File: src/rtl/pe_accumulator.sv
// -----------------------------------------------------------------------------
// pe_accumulator
//   Reduction stage behind the PE multiplier. It sums a stream of signed
//   2*DATA_WIDTH products into a saturating ACC_WIDTH accumulator. prod_last
//   ends each vector (one dot product). The finished sum is presented on a
//   valid/ready port to the requant/writeback stage.
//
// Ports
//   clk         rising-edge clock
//   rst         asynchronous, active-high reset
//   clear       synchronous flush of all state; outranks every other update
//   prod_valid  product beat valid
//   prod_ready  stage can accept a beat (= !acc_valid || acc_ready)
//   prod_data   signed product, 2*DATA_WIDTH bits
//   prod_last   beat is the final element of the vector
//   acc_valid   result valid; held until accepted
//   acc_ready   downstream accepts the result
//   acc_data    signed saturated vector sum
//   acc_count   number of beats in the vector (saturates at all-ones)
//   acc_ovf     saturation occurred somewhere in this vector
// -----------------------------------------------------------------------------
module pe_accumulator #(
  parameter int DATA_WIDTH = 8,
  parameter int ACC_WIDTH  = 32,
  parameter int CNT_WIDTH  = 16
) (
  input  logic                          clk,
  input  logic                          rst,
  input  logic                          clear,
  input  logic                          prod_valid,
  output logic                          prod_ready,
  input  logic signed [2*DATA_WIDTH-1:0] prod_data,
  input  logic                          prod_last,
  output logic                          acc_valid,
  input  logic                          acc_ready,
  output logic signed [ACC_WIDTH-1:0]   acc_data,
  output logic [CNT_WIDTH-1:0]          acc_count,
  output logic                          acc_ovf
);

  localparam int PW = 2 * DATA_WIDTH;

  localparam logic signed [ACC_WIDTH-1:0] ACC_MAX = {1'b0, {(ACC_WIDTH-1){1'b1}}};
  localparam logic signed [ACC_WIDTH-1:0] ACC_MIN = {1'b1, {(ACC_WIDTH-1){1'b0}}};
  localparam logic [CNT_WIDTH-1:0]        CNT_ONE = CNT_WIDTH'(1);
  localparam logic [CNT_WIDTH-1:0]        CNT_FULL = '1;

  typedef enum logic {
    IDLE  = 1'b0,  // no beat of the current vector taken yet
    ACCUM = 1'b1   // at least one beat taken
  } state_t;

  state_t state, state_next;

  // Running (partial) vector state
  logic signed [ACC_WIDTH-1:0] sum;
  logic [CNT_WIDTH-1:0]        cnt;
  logic                        ovf;

  // Next-value datapath
  logic signed [ACC_WIDTH-1:0] base;
  logic [ACC_WIDTH:0]          wide;
  logic                        clamp;
  logic signed [ACC_WIDTH-1:0] next_sum;
  logic [CNT_WIDTH-1:0]        next_cnt;
  logic                        next_ovf;

  logic beat_fire;
  logic res_fire;
  logic emit;

  assign prod_ready = !acc_valid || acc_ready;
  assign beat_fire  = prod_valid && prod_ready;
  assign res_fire   = acc_valid && acc_ready;
  assign emit       = beat_fire && prod_last;

  // One extra bit of headroom: a disagreement between the top two bits of
  // the widened sum means the true result left the ACC_WIDTH signed range.
  always_comb begin
    // NOTE: every combinational output gets a default first so no path
    // through the block leaves it unassigned, which would infer a latch.
    base     = (state == ACCUM) ? sum : '0;
    wide     = {base[ACC_WIDTH-1], base}
             + {{(ACC_WIDTH+1-PW){prod_data[PW-1]}}, prod_data};
    clamp    = wide[ACC_WIDTH] != wide[ACC_WIDTH-1];
    next_sum = wide[ACC_WIDTH-1:0];
    if (clamp) begin
      next_sum = wide[ACC_WIDTH] ? ACC_MIN : ACC_MAX;
    end
    if (state == IDLE) begin
      next_cnt = CNT_ONE;
    end else if (cnt == CNT_FULL) begin
      next_cnt = cnt;
    end else begin
      next_cnt = cnt + CNT_ONE;
    end
    next_ovf = ((state == ACCUM) && ovf) || clamp;
  end

  // State register
  always_ff @(posedge clk or posedge rst) begin
    // NOTE: sequential state uses non-blocking assignments so every register
    // samples values from before the edge, independent of statement order.
    if (rst) begin
      state <= IDLE;
    end else begin
      state <= state_next;
    end
  end

  // Next-state logic
  always_comb begin
    state_next = state;
    if (clear) begin
      state_next = IDLE;
    end else if (beat_fire) begin
      state_next = prod_last ? IDLE : ACCUM;
    end
  end

  // Accumulator and result registers
  always_ff @(posedge clk or posedge rst) begin
    if (rst) begin
      sum       <= '0;
      cnt       <= '0;
      ovf       <= 1'b0;
      acc_valid <= 1'b0;
      acc_data  <= '0;
      acc_count <= '0;
      acc_ovf   <= 1'b0;
    end else if (clear) begin
      // Any handshake in this cycle is discarded along with the partial sum.
      sum       <= '0;
      cnt       <= '0;
      ovf       <= 1'b0;
      acc_valid <= 1'b0;
      acc_data  <= '0;
      acc_count <= '0;
      acc_ovf   <= 1'b0;
    end else begin
      if (beat_fire) begin
        if (prod_last) begin
          // Running state restarts for the next vector.
          sum <= '0;
          cnt <= '0;
          ovf <= 1'b0;
        end else begin
          sum <= next_sum;
          cnt <= next_cnt;
          ovf <= next_ovf;
        end
      end
      // A last beat coinciding with a result accept replaces the old result
      // in the same edge, so acc_valid stays high with no bubble.
      if (emit) begin
        acc_valid <= 1'b1;
        acc_data  <= next_sum;
        acc_count <= next_cnt;
        acc_ovf   <= next_ovf;
      end else if (res_fire) begin
        acc_valid <= 1'b0;
      end
    end
  end

endmodule

File: config.mk
export PLATFORM = sky130hd
export DESIGN_NAME = pe_accumulator
export DESIGN_NICKNAME = d
export VERILOG_FILES = /design/src/rtl/pe_accumulator.sv
export SDC_FILE = /design/constraint.sdc
export NUM_CORES = 1
export LEC_CHECK = 0
export CAP_MARGIN = 5
export CORE_UTILIZATION = 40
export DETAILED_ROUTE_END_ITERATION = 12
export REMOVE_ABC_BUFFERS = 1
export SETUP_SLACK_MARGIN = 0.05
export SLEW_MARGIN = 20
export SYNTH_ARGS = -nofsm -noshare
export SYNTH_HDL_FRONTEND = slang
export SYNTH_SLANG_ARGS = --single-unit
File: constraint.sdc
create_clock -name clk -period 5.5 [get_ports clk]
set_clock_uncertainty 0.05 [all_clocks]
set_input_delay 0.55 -clock clk [delete_from_list [all_inputs] [get_ports clk]]
set_output_delay 0.55 -clock clk [all_outputs]
set_load 0.005 [all_outputs]
# [Yosys cells after proc, flatten, opt, wreduce, memory -nomap -nowiden]
# Index checks and enable logic that the tools add are counted.
[classes] add_sub_neg=2 eq_ne=2 mux=26 reduce_logical=10
[op_table] op="32-bit 2-to-1 mux" count=8
[op_table] op="16-bit 2-to-1 mux" count=7
[op_table] op="32-bit by 16-bit adder with 33-bit output" count=1
[op_table] op="16-bit by 1-bit adder with 16-bit output, second input constant" count=1
[op_table] op="16-bit equality test, second input constant" count=1
[op_table] op="1-bit 2-to-1 mux" count=11
[op_table] op="1-bit logical AND" count=4
[op_table] op="2-bit nonzero test" count=2
[op_table] op="3-bit nonzero test" count=1
[op_table] op="1-bit logical OR" count=2
[op_table] op="1-bit zero test" count=1
[op_table] op="1-bit != test" count=1
[word_totals] register_bits=100 input_bits=22 out_inout_bits=51 elab_cells=48

# [Longest topological paths before layout]
# Gate-level depths: netlist of the first run.
[logic_depth] ltp_word=7 ltp_mapped=15 mapped_depth_nobuf=11

# [Worst setup path before layout of the first run]
# Ideal clock, no wire load.
[synth_path] path_kind="register -> register" start="reg state" end="reg sum[2]" setup_time_ns=0.086 arrival_ns=3.367 required_time_ns=5.364 slack_ns=1.997 stages_incl_launch_ff=16 n_path_buf=4 period_less_slack_ns=3.503 path_cell_list="dfrtp_1 -> clkbuf_1 -> clkbuf_1 -> and2_1 -> ha_1 -> fa_1 -> a211oi_1 -> o21a_1 -> o21a_1 -> o211ai_1 -> a41oi_4 -> nor3_2 -> or3b_1 -> buf_6 -> buf_12 -> o221ai_2"
[synth_via] elab_chain_len=7 elab_cells_between_ends=8 classes_between="1 x add/sub; 1 x eq/ne; 6 x mux"
[synth_lines] item="start: declaration" line_no="53" text="state_t state, state_next;"
[synth_lines] item="start signal: assignment" line_no="107" text="state <= state_next;"
[synth_lines] item="32-bit 2-to-1 mux *" line_no="82" text="base = (state == ACCUM) ? sum : '0;"
[synth_lines] item="32-bit by 16-bit adder with 33-bit output *" line_no="84" text="+ {{(ACC_WIDTH+1-PW){prod_data[PW-1]}}, prod_data};"
[synth_lines] item="32-bit 2-to-1 mux / 1-bit != test (equally long branches)" line_no="88, 85"
[synth_lines] item="32-bit 2-to-1 mux *" line_no="87" text="if (clamp) begin"
[synth_lines] item="32-bit 2-to-1 mux *" line_no="142" text="if (prod_last) begin"
[synth_lines] item="32-bit 2-to-1 mux *" line_no="141" text="if (beat_fire) begin"
[synth_lines] item="32-bit 2-to-1 mux *" line_no="131" text="end else if (clear) begin"
[synth_lines] item="end signal: assignment" line_no="148" text="sum <= next_sum;"
[synth_lines] item="end: declaration" line_no="56" text="logic signed [ACC_WIDTH-1:0] sum;"
# Every way passes the cells marked *; elsewhere a longest branch is shown, timed or not. The select of a mux whose other input is x is not followed.
# A chain may end at the register's enable or synchronous reset.

# [Worst setup path after layout of the first run]
[layout_path] start="in prod_data[15]" end="reg acc_data[0]"
[layout_via] elab_chain_len=5 elab_cells_between_ends=6 classes_between="1 x add/sub; 1 x eq/ne; 4 x mux"
[layout_lines] item="start: declaration" line_no="32" text="input logic signed [2*DATA_WIDTH-1:0] prod_data,"
[layout_lines] item="32-bit by 16-bit adder with 33-bit output *" line_no="84"
[layout_lines] item="32-bit 2-to-1 mux / 1-bit != test (equally long branches)" line_no="88, 85"
[layout_lines] item="32-bit 2-to-1 mux *" line_no="87"
[layout_lines] item="32-bit 2-to-1 mux *" line_no="155" text="if (emit) begin"
[layout_lines] item="32-bit 2-to-1 mux *" line_no="131"
[layout_lines] item="end signal: assignment" line_no="157" text="acc_data <= next_sum;"
[layout_lines] item="end: declaration" line_no="36" text="output logic signed [ACC_WIDTH-1:0] acc_data,"
# Marked as above.

==> results.json, run 1 <==
{
  "ant_nets": 0,
  "clock.fmax_mhz": 214,
  "drv_cap": 0,
  "synthToLayoutAreaGrowth_pct": 18.8,
  "synth_most_common_cell": "nand2_1",
  "nFillCells": 1544,
  "grt_pass1_vias": 5340,
  "cts.path.max_buffers": 2,
  "switching_share_pct": 27.1,
  "chipWidth_um": 129,
  "wl_met1_um": 8270,
  "ys_top_cells_by_count": "116 x nand2_1, 100 x dfrtp_1, 80 x o21ai_0",
  "timing_hold_violations_final": 0,
  "critPathCaptureType": "flop",
  "synth_area_per_cell_um2": 8.73,
  "grt_max_degree": 58,
  "worstMarginPinSlew_ps": 984,
  "cp_top_family": "compound AO/OA/AOI/OAI gates",
  "yosys_warnings": 0,
  "die-area_um2": 16600,
  "synth.top_cell.area_share_pct": 38.9,
  "status": "finished, final reports clean",
  "clk_pin_slew_ps": 80,
  "ctsHoldBuffers": 0,
  "finalCritPeriodShare_pct": 84.9,
  "rsz0062_at_grt": "no",
  "yosysTopAreaCell": "dfrtp_1",
  "cts_sinks": 100,
  "start_kind": "input port",
  "synthCells": 736,
  "finalSetupTns_ps": 0,
  "nets": 844,
  "numCtsBuffers": 9,
  "hp-class": "reg2reg",
  "clockRootBuffer": "clkbuf_16",
  "tritoncts": "built",
  "cts-htree-levels": 3,
  "cts_setup_buffers": 0,
  "clkPwrFrac_pct": 41.8,
  "irDropWorstVdd_uv": 151,
  "p_seq_share_pct": 45.0,
  "row_count": 45,
  "wl_met3_um": 777,
  "hpwlAfterDp_um": 12600,
  "relSlewSlack_pct": 34.4,
  "crit_arrival_ps": 4890,
  "p_sw_mw": 0.468,
  "antenna_found_initial": 0,
  "antennaDiodeCount": 0,
  "async_reset_ff_share_pct": 100,
  "drt-total-wl_um": 17600,
  "yosysSeqAreaShare_pct": 38.9,
  "cp_slowest_cell": "clkdlybuf4s50_1",
  "worst_slack_ps": 830,
  "power.total_mw": 1.72,
  "layout-drive-gt1-share_pct": 8.32,
  "start_util_pct": 41.7,
  "routedWlPerCell_um": 17.5,
  "comb_power_share_pct": 13.1,
  "synth_edf_count": 0,
  "route.detailed.drc": 0,
  "yosys_register_bits": 100,
  "multi_input_area_um2": 3690,
  "topRoutingLayerUsed": "met4",
  "setup_viol": 0,
  "syn-cell-area_um2": 6430,
  "clk_latency_ps": 360,
  "critPathMaxFanout": 21,
  "place_congestion": 0.893,
  "whs_ps": 420,
  "slew_viol_final": 0,
  "seq_area_um2": 2500,
  "numPortBuffers": 72,
  "synth.area.top_cells": "dfrtp_1 39%, nand2_1 6.8%, ha_1 6.4%",
  "instances_no_fill": 1004,
  "ios": 73,
  "power_density_nw_per_um2": 226,
  "dp.cells": 988,
  "crit_required_ps": 5720,
  "place_ws_ps": 480,
  "finalCriticalPeriod_ps": 4670,
  "grt_pass1_wl_um": 28500,
  "p_leak_nw": 3.30,
  "synth.distinct_cells": 61,
  "coreArea_um2": 15400,
  "worstPathCellList": "clkdlybuf4s50_1, ha_1, a21oi_1, o21ai_0, a2111oi_0, nand2b_1, o21ba_2, nor3b_4, nor2_1, o221ai_1",
  "ys.flop_type": "dfrtp_1",
  "dr_total_vias": 5639,
  "grt.total_usage_pct": 22.4,
  "die_h_um": 129,
  "dr.pass1.iters": 5,
  "vias_per_cell": 5.62,
  "drt_iter0_markers": 413,
  "grt_overflow_total": 0,
  "criticalPathCategory": "in2reg",
  "p_int_mw": 1.26,
  "wl_met2_um": 8290,
  "max_stage_delay_ps": 850,
  "path_buf_inv": 1,
  "cts_resized": 0
}
==> final cells by class <==
type / instances / area share [%]
multi-input cells: 582 / 48.3
well taps: 211 / 3.46
inverters: 12 / 0.622
clock buffers: 9 / 2.95
flip-flops and latches: 100 / 32.8
clock inverters: 7 / 1.38
repair buffers: 83 / 10.5
==> per-layer routing <==
layer	vias up	track usage (%)
li1	2750	-
met1	2744	30.6
met2	125	35.8
met3	20	4.07
met4	0	6.92
met5	-	0
==> flip-flops by register name (all words and copies together), names as in the netlist <==
signal	cells
acc_count	16
acc_valid	1
acc_ovf	1
state	1
ovf	1
cnt	16
acc_data	32
sum	32
==> worst reg2reg max path, cell delays in order (launching register included) <==
cell and delay, ps:
dfrtp_1 990, and2_1 260, ha_1 330, a21oi_1 230, o21ai_0 190, a2111oi_0 620
nand2b_1 170, o21ba_2 300, nor3b_4 810, nor2_1 300, o221ai_1 250
==> power groups by stage <==
stage,Clock [mW],Combinational (mW),Sequential (mW)
2_1_floorplan,0,0.130,0.788
3_3_place_gp,0,0.225,0.790
3_5_place_dp,0,0.228,0.791
4_1_cts,0.740,0.228,0.777
5_1_grt,0.766,0.252,0.780
6_report,0.721,0.226,0.776
==> final timing paths <==
path,to,slack [ps],cells past startpoint,startpoint
min,sum[6]$_DFFE_PP0P_,420,2,sum[6]$_DFFE_PP0P_
max,acc_data[0]$_DFFE_PP0P_,830,10,prod_data[15]
min reg2reg,sum[6]$_DFFE_PP0P_,420,2,sum[6]$_DFFE_PP0P_
min in group asynchronous,cnt[15]$_DFFE_PP0P_,550,2,rst
max in group asynchronous,acc_data[26]$_DFFE_PP0P_,3710,3,rst
max reg2reg,acc_data[0]$_DFFE_PP0P_,930,10,state$_DFFE_PP0P_
==> placed cells by master, fill, tap and decap left out, types with 6 or more instances in the layout <==
| master | n |
|---|---|
| a211oi_1 | 6 |
| a21o_1 | 9 |
| a21oi_1 | 41 |
| a22o_1 | 18 |
| and2_1 | 37 |
| buf_4 | 11 |
| clkbuf_16 | 9 |
| clkdlybuf4s50_1 | 72 |
| dfrtp_1 | 100 |
| ha_1 | 33 |
| inv_1 | 11 |
| nand2_1 | 116 |
| nand3_1 | 9 |
| nand4_1 | 14 |
| nor2_1 | 39 |
| nor3_1 | 25 |
| o211ai_1 | 8 |
| o21ai_0 | 80 |
| o21ai_2 | 21 |
| o221ai_1 | 6 |
| xnor2_1 | 26 |
| xor2_1 | 13 |
==> cell families (layout without fill, tap and decap cells) <==
family / Yosys count / in the layout / synth area share [%]
xor+xnor: 39 / 39 / 5.31
compound gates: 231 / 231 / 24.1
flops: 100 / 100 / 38.9
simple gates: 276 / 276 / 20.5
mux: 2 / 2 / 0.331
fa+ha+maj: 34 / 34 / 6.73
buf+inv: 54 / 111 / 4.18
==> through the flow <==
step / cell area [um2] / util [%]
after global placement: 7300 / 47.3
after CTS: 7630 / 49.5
final: 7640 / 49.5
after global routing: 7640 / 49.5
after detailed placement: 7300 / 47.3
after floorplan: 6200 / -
Note: power is estimated with default switching activity, not from simulation.
==> inputs of run 2 (changes only) <==
- clock period: 5.5 -> 4.4 ns (I/O delays scaled with it)
==> run 2 against run 1 <==
Final area increased by 0.49%; critical path depth increased by 2; routed wire length decreased by 1.8%; combinational power increased by 29%; non-clock buffer count increased by 9; clock-buffer cell count unchanged; register-to-register slack got worse by 430 ps; largest cell class unchanged; sequential share of layout area decreased by 0.16 points.
==> results.json, run 2 (synthesized netlist as in run 1, its figures left out) <==
{
  "status": "finished, final reports clean",
  "cp_top_family": "compound AO/OA/AOI/OAI gates",
  "crit_arrival_ps": 4180,
  "chipWidth_um": 129,
  "wl_met2_um": 8030,
  "vias_per_cell": 5.63,
  "cts_resized": 0,
  "worstReg2RegEnd": "sum[0]$_DFFE_PP0P_",
  "topRoutingLayerUsed": "met4",
  "rsz0062_at_grt": "no",
  "worstPathCellList": "clkdlybuf4s50_1, buf_4, ha_1, a21oi_1, o21ai_0, a2111oi_0, nand2b_1, o21ba_2, nand3_1, or3b_1, buf_4, o221ai_1",
  "clk_pin_slew_ps": 70,
  "clockRootBuffer": "clkbuf_16",
  "ios": 73,
  "startpoint": "prod_data[15]",
  "hold_start": "sum[6]$_DFFE_PP0P_",
  "numCtsBuffers": 9,
  "reg2reg_depth": 12,
  "coreArea_um2": 15400,
  "final_common_cell": "nand2_1",
  "grt_pass1_wl_um": 28800,
  "rrSetupSlack_ps": 500,
  "cts.path.max_buffers": 2,
  "slew_viol_final": 0,
  "critPathMaxFanout": 17,
  "dr_total_vias": 5703,
  "clk_latency_ps": 360,
  "die-area_um2": 16600,
  "drt_iter0_markers": 469,
  "crit-reg2reg-launch": "state$_DFFE_PP0P_",
  "criticalPathCategory": "in2reg",
  "crit_required_ps": 4610,
  "dr.pass1.iters": 5,
  "clock.fmax_mhz": 252,
  "start_kind": "input port",
  "finalSetupTns_ps": 0,
  "p_leak_nw": 3.34,
  "drv_cap": 0,
  "route.detailed.drc": 0,
  "worstMarginPinSlew_ps": 962,
  "layout-drive-gt1-share_pct": 9.23,
  "holdPathEnd": "sum[6]$_DFFE_PP0P_",
  "row_count": 45,
  "timing_hold_violations_final": 0,
  "hold_depth": 2,
  "top_regs": "acc_data: 32 flops, sum: 32 flops",
  "wl_met1_um": 8260,
  "max_stage_delay_ps": 750,
  "drt-total-wl_um": 17300,
  "die_h_um": 129,
  "layout_common_cells": "116 x nand2_1, 100 x dfrtp_1, 80 x o21ai_0, 72 x clkdlybuf4s50_1, 41 x a21oi_1",
  "antennaDiodeCount": 0,
  "power_density_nw_per_um2": 271,
  "critPathCaptureType": "flop",
  "tritoncts": "built",
  "worst_path_most_repeated_cell": "buf_4",
  "finalCriticalPeriod_ps": 3970,
  "relSlewSlack_pct": 35.9,
  "synthToLayoutAreaGrowth_pct": 19.4,
  "antenna_found_initial": 0,
  "place_congestion": 0.964,
  "path_buf_inv": 3,
  "hpwlAfterDp_um": 12700,
  "cts_setup_buffers": 0,
  "hp-class": "reg2reg",
  "grt_pass1_vias": 5481,
  "setup_viol": 0,
  "cp_slowest_cell": "a2111oi_0",
  "wl_met3_um": 857,
  "irDropWorstVdd_uv": 181,
  "ctsHoldBuffers": 0,
  "nets": 853,
  "grt_max_degree": 79,
  "start_util_pct": 41.7,
  "routedWlPerCell_um": 17.1,
  "grt_overflow_total": 0,
  "ant_nets": 0,
  "numPortBuffers": 72,
  "whs_ps": 420,
  "grt.total_usage_pct": 22.3,
  "cts_sinks": 100,
  "cts-htree-levels": 3,
  "finalCritPeriodShare_pct": 90.2
}
## run 2: area by class of cell
type / instances / area, um2
tap: 211 / 264
fill: 1474 / 7750
multi-input combinational: 582 / 3680
clock buffer: 9 / 225
sequential: 100 / 2500
inverter: 12 / 47.5
timing repair buffer: 92 / 883
clock inverter: 7 / 73.8
## run 2: layer usage
layer	up-vias	track usage, %
met5	-	0
met4	0	4.22
met1	2775	31.4
met2	154	35.5
met3	13	4.41
li1	2761	-
## run 2: worst register-to-register path: stages, from the launching register on
cell and delay (ps):
dfrtp_1 380, buf_4 190, and2_1 180, ha_1 400, a21oi_1 210, o21ai_0 190, a2111oi_0 750, nand2b_1 160
o21ba_2 290, nand3_1 140, or3b_1 390, buf_4 240, o221ai_1 240
## run 2: metrics by stage
stage / cell area (um2) / total power, mW / util (%) / setup WS, ps / std cells
floorplan: 6200 / 1.15 / - / 28.4 / 694
finish: 7680 / 2.08 / 49.8 / 433 / 1013
detailed placement: 7380 / 1.28 / 47.8 / 111 / 997
CTS: 7680 / 2.11 / 49.8 / 479 / 1013
global route: 7680 / 2.18 / 49.8 / 273 / 1013
global placement: 7380 / 1.27 / 47.8 / 230 / 997
## run 2: how the worst max path moves through the flow
stage / endpoint / slack (ps) / cells past startpoint
2_1_floorplan: acc_data[2]$_DFFE_PP0P_ / 30 / 11
3_3_place_gp: acc_data[3]$_DFFE_PP0P_ / 230 / 13
3_5_place_dp: sum[1]$_DFFE_PP0P_ / 110 / 12
4_1_cts: sum[1]$_DFFE_PP0P_ / 480 / 12
5_1_grt: sum[0]$_DFFE_PP0P_ / 270 / 12
6_report: sum[0]$_DFFE_PP0P_ / 430 / 12
## run 2: where the power goes
group / leakage (nW) / internal [mW] / switching, mW
Clock: 0.152 / 0.447 / 0.378
Combinational: 1.81 / 0.117 / 0.175
Sequential: 1.37 / 0.949 / 0.0169
